$ cat src/rtl/element_read_arbiter.sv
// Round-robin arbiter that shares one fixed-latency, read-only element memory
// between the two read streams of the dual vector constructor.
module element_read_arbiter #(
    parameter int ELEMENT_WIDTH = 24,
    parameter int ADDR_WIDTH    = 17,
    parameter int READ_LATENCY  = 2
) (
    input  logic                     clk,
    input  logic                     reset,
    input  logic                     flush,
    input  logic                     req0,
    input  logic [ADDR_WIDTH-1:0]    addr0,
    output logic                     gnt0,
    output logic [ELEMENT_WIDTH-1:0] data0,
    output logic                     valid0,
    input  logic                     req1,
    input  logic [ADDR_WIDTH-1:0]    addr1,
    output logic                     gnt1,
    output logic [ELEMENT_WIDTH-1:0] data1,
    output logic                     valid1,
    output logic                     mem_en,
    output logic [ADDR_WIDTH-1:0]    mem_addr,
    input  logic [ELEMENT_WIDTH-1:0] mem_data,
    output logic                     busy
);

    logic                  rr_ptr;
    logic                  grant_any;
    logic [READ_LATENCY:0] tag_valid;
    logic [READ_LATENCY:0] tag_owner;

    // On a tie the requester that did not win last time gets the memory.
    always_comb begin
        gnt0 = 1'b0;
        gnt1 = 1'b0;
        if (reset && !flush) begin
            if (req0 && req1) begin
                gnt0 = rr_ptr;
                gnt1 = !rr_ptr;
            end else begin
                gnt0 = req0;
                gnt1 = req1;
            end
        end
    end

    assign grant_any = gnt0 | gnt1;

    always_ff @(posedge clk or negedge reset) begin
        if (!reset) begin
            rr_ptr <= 1'b1;
        end else if (flush) begin
            rr_ptr <= 1'b1;
        end else if (gnt0) begin
            rr_ptr <= 1'b0;
        end else if (gnt1) begin
            rr_ptr <= 1'b1;
        end
    end

    always_ff @(posedge clk or negedge reset) begin
        if (!reset) begin
            mem_en   <= 1'b0;
            mem_addr <= '0;
        end else begin
            mem_en <= grant_any;
            if (grant_any) begin
                mem_addr <= gnt1 ? addr1 : addr0;
            end
        end
    end

    // The owner tag travels alongside the read so that slot READ_LATENCY
    // lines up with the cycle in which mem_data is valid.
    always_ff @(posedge clk or negedge reset) begin
        if (!reset) begin
            tag_valid <= '0;
            tag_owner <= '0;
        end else if (flush) begin
            tag_valid <= '0;
            tag_owner <= '0;
        end else begin
            tag_valid <= {tag_valid[READ_LATENCY-1:0], grant_any};
            tag_owner <= {tag_owner[READ_LATENCY-1:0], gnt1};
        end
    end

    always_ff @(posedge clk or negedge reset) begin
        if (!reset) begin
            data0  <= '0;
            data1  <= '0;
            valid0 <= 1'b0;
            valid1 <= 1'b0;
        end else begin
            valid0 <= 1'b0;
            valid1 <= 1'b0;
            if (!flush && tag_valid[READ_LATENCY]) begin
                if (tag_owner[READ_LATENCY]) begin
                    data1  <= mem_data;
                    valid1 <= 1'b1;
                end else begin
                    data0  <= mem_data;
                    valid0 <= 1'b1;
                end
            end
        end
    end

    assign busy = mem_en | (|tag_valid);

endmodule

$ cat config.mk
export PLATFORM = sky130hd
export DESIGN_NAME = element_read_arbiter
export DESIGN_NICKNAME = d
export VERILOG_FILES = /design/src/rtl/element_read_arbiter.sv
export SDC_FILE = /design/constraint.sdc
export NUM_CORES = 1
export LEC_CHECK = 0
export CAP_MARGIN = 10
export CORE_UTILIZATION = 45
export CTS_CLUSTER_SIZE = 10
export DETAILED_ROUTE_END_ITERATION = 10
export HOLD_SLACK_MARGIN = 0.15
export PLACE_DENSITY_LB_ADDON = 0.08
export SLEW_MARGIN = 10
export SYNTH_ARGS = -nofsm -noshare
export SYNTH_HDL_FRONTEND = slang
export SYNTH_SLANG_ARGS = --single-unit
export TNS_END_PERCENT = 50
$ cat constraint.sdc
create_clock -name clk -period 3 [get_ports clk]
set_clock_uncertainty 0.1 [all_clocks]
set_input_delay 0.45 -clock clk [delete_from_list [all_inputs] [get_ports clk]]
set_output_delay 0.45 -clock clk [all_outputs]
set_load 0.01 [all_outputs]
==> impl_results.md <==
* Total grt overflow at 0
* DRC Markers at 0
* #FFs+latches synth at 75
* Placed Cells at 396
* Max Buffers Root-to-Sink at 2
* CTS Hold Bufs at 0
* Lkg Pwr at 2.125 nW
* Sequential share of power at 0.460
* Max cap viols at 0
* Syn-to-layout area delta at 54.45%
* CTS tree: built
* Final hold violations at 0
* Post-synth top area share at 0.6213
* Synth area leaders: dfrtp_1 (62%), mux2_2 (18%), a221o_1 (5.7%), and4b_1 (5.7%), buf_6 (1.5%)
* Root Driver: clkbuf_8
* Unique cell type count in the Yosys netlist at 22
* Data required time of the worst path at 2450 ps
* Avg Vias per Cell at 5.204
* Internal Power at 1.979 mW
* Synth Net Count at 253
* Slew margin rel. at 0.3828
* Starting Density at 0.4667
* I/O Pins at 134
* Unrepaired setup endpoints after global routing: false
* Dpl cell area at 0.004385 mm^2
* WS Path Type: in2out
* Peak VDD IR at 0.0003375 V
* Routed wire per std cell at 16.12 um
* Non-filler cells, final at 412
* Startpoint Class: primary input
* Arrival time at the worst endpoint at 1840 ps
* Worst r2r path cells at 4
* Status: finished clean
* Final setup fails at 0
* Max-slew violations at 0
* NumNets Final at 393
* Sequential area share after synthesis at 0.6301
* Final WL at 6.643 mm
* Pwr/cell area at 566.9 mW/mm^2
* GPL Wtd Cong at 0.6904
* Clk Latency, worst-skew pair at 340 ps
* Initial antenna violation count at 0
* CTS Buf Count at 9
* Ant. Diodes at 0
* Synth async-reset ratio at 1.000
* Worst-path fanout max at 9
* Crit end category: primary output
* Vias at 2144
* Fin crit share at 0.7983
* CTS Sinks at 75
* Sw power at 630.5 uW
* Cells after Synth at 190
* Die H at 83.38 um
* Ys flop type: dfrtp_1
* Warnings from Yosys at 0
* Finished Core Util at 0.7208
* Worst-path clk slew at 80 ps
* Dpl hpwl at 4.674 mm
* Mapped Area at 0.002980 mm^2
* Cell area after layout at 0.004603 mm^2
* CTS H-tree depth at 3
* Switching share of power at 0.2416
* Power, Total at 2.609 mW
* Mapped Avg Cell Area at 15.69 um^2
* Vias in the first global route at 2217
* Filler Cell Count at 444
* FMAX at 0.4176 GHz
* Cell accounting for the most synthesized area: dfrtp_1
* Worst hold slack at 261.9 ps
* Die Wd at 83.38 um
* Core area at 0.006386 mm^2
* Global-route wire length before repair at 11.09 mm
* Worst hold path type: in2async
* DRT iter0 DRCs at 61
* Number of gates resized after CTS at 0
* Setup slack after placement at 600.7 ps
* Clock network fraction of design power at 0.321
* Largest net degree at the start of global routing at 78
* Ratio of cells with drive above 1 in the final layout at 0.2299
* Pre-antenna DRT Iters at 4
* Post-route setup TNS at 0 ps
* Final critical-path required period at 2395 ps
* Worst-margin pin slew at 925.7 ps
* Die area at 0.006952 mm^2
* GRT Util Overall at 0.2086
* Buffers on Ports at 133
* Row cnt at 29
* Comb pwr share at 0.220
* Setup ws final at 605.2 ps
* Routed Antenna Nets at 0
* EDFF count, synth at 0
* Post-CTS Setup Bufs at 0
==> routing by layer <==
layer / vias up / track usage / part of all wire
li1: 992 / - / -
met1: 1053 / 0.2679 / 0.42
met2: 87 / 0.3197 / 0.49
met3: 12 / 0.05368 / 0.062
met4: 0 / 0.1238 / 0.026
met5: - / 0 / 0
==> cell usage in the layout, fill, tap and decap left out, types with 2 or more instances in the layout <==
cell,count
buf_4,9
bufinv_16,2
clkdlybuf4s50_1,132
and4b_1,17
clkbuf_8,9
and3_1,2
inv_1,3
dfrtp_1,74
nand2_1,2
and2b_1,5
a221o_1,17
mux2_2,48
clkinv_4,2
==> cell usage after synthesis, types with 2 or more instances <==
| library cell | number |
|---|---|
| mux2_2 | 48 |
| buf_4 | 2 |
| buf_2 | 3 |
| a221o_1 | 17 |
| and4b_1 | 17 |
| buf_6 | 4 |
| clkbuf_1 | 3 |
| and2b_1 | 5 |
| and3_1 | 2 |
| nand2_1 | 2 |
| dfrtp_1 | 74 |
| inv_1 | 3 |
==> sequential cells by signal (all words and copies together), names as in the netlist <==
signal,flops
data1,24
data0,24
mem_en,1
rr_ptr,1
valid0,1
valid1,1
mem_addr,17
tag_owner,3
tag_valid,3
==> cell families (layout without fill, tap and decap cells) <==
group / Yosys count / after routing / synth area share
flip-flops: 75 / 75 / 0.6301
multiplexers: 48 / 48 / 0.1814
AO/OA/AOI/OAI: 20 / 20 / 0.06381
AND/OR/NAND/NOR: 32 / 32 / 0.09194
buffers and inverters: 15 / 160 / 0.03274
==> final cells by class <==
cell class / count / area [um^2] / area share
clock buffer: 10 / 127.6 / 0.02772
clock inverter: 6 / 90.09 / 0.01957
inverter: 3 / 11.26 / 0.002446
multi-input combinational: 100 / 1011 / 0.2196
sequential: 75 / 1878 / 0.4080
tap: 77 / 96.34 / 0.02093
timing repair buffer: 141 / 1389 / 0.3017
==> worst max-delay path, cell delays in order <==
cell	delay, ps
clkdlybuf4s50_1	530
nand2_1	130
and3_1	190
clkdlybuf4s50_1	550
==> final timing paths <==
| path | from | to | slack (ps) |
|---|---|---|---|
| worst min-delay path | reset | mem_addr[1] | 260 |
| worst max register to register | rr_ptr | mem_addr[16] | 1390 |
| min in group clk | tag_owner[1] | tag_owner[2] | 360 |
| worst min register to register | tag_owner[1] | tag_owner[2] | 360 |
| max in group asynchronous | reset | data0[4] | 1930 |
| worst max-delay path | req0 | gnt1 | 610 |
==> power by group through the flow <==
stage | Clock (mW) | Combinational (mW) | Sequential, mW
after floorplan | 0 | 0.137 | 1.27
after global placement | 0 | 0.569 | 1.22
after detailed placement | 0 | 0.581 | 1.22
after CTS | 0.861 | 0.581 | 1.20
after global routing | 0.901 | 0.610 | 1.22
final | 0.836 | 0.574 | 1.20
Note: power is estimated with default switching activity, not from simulation.
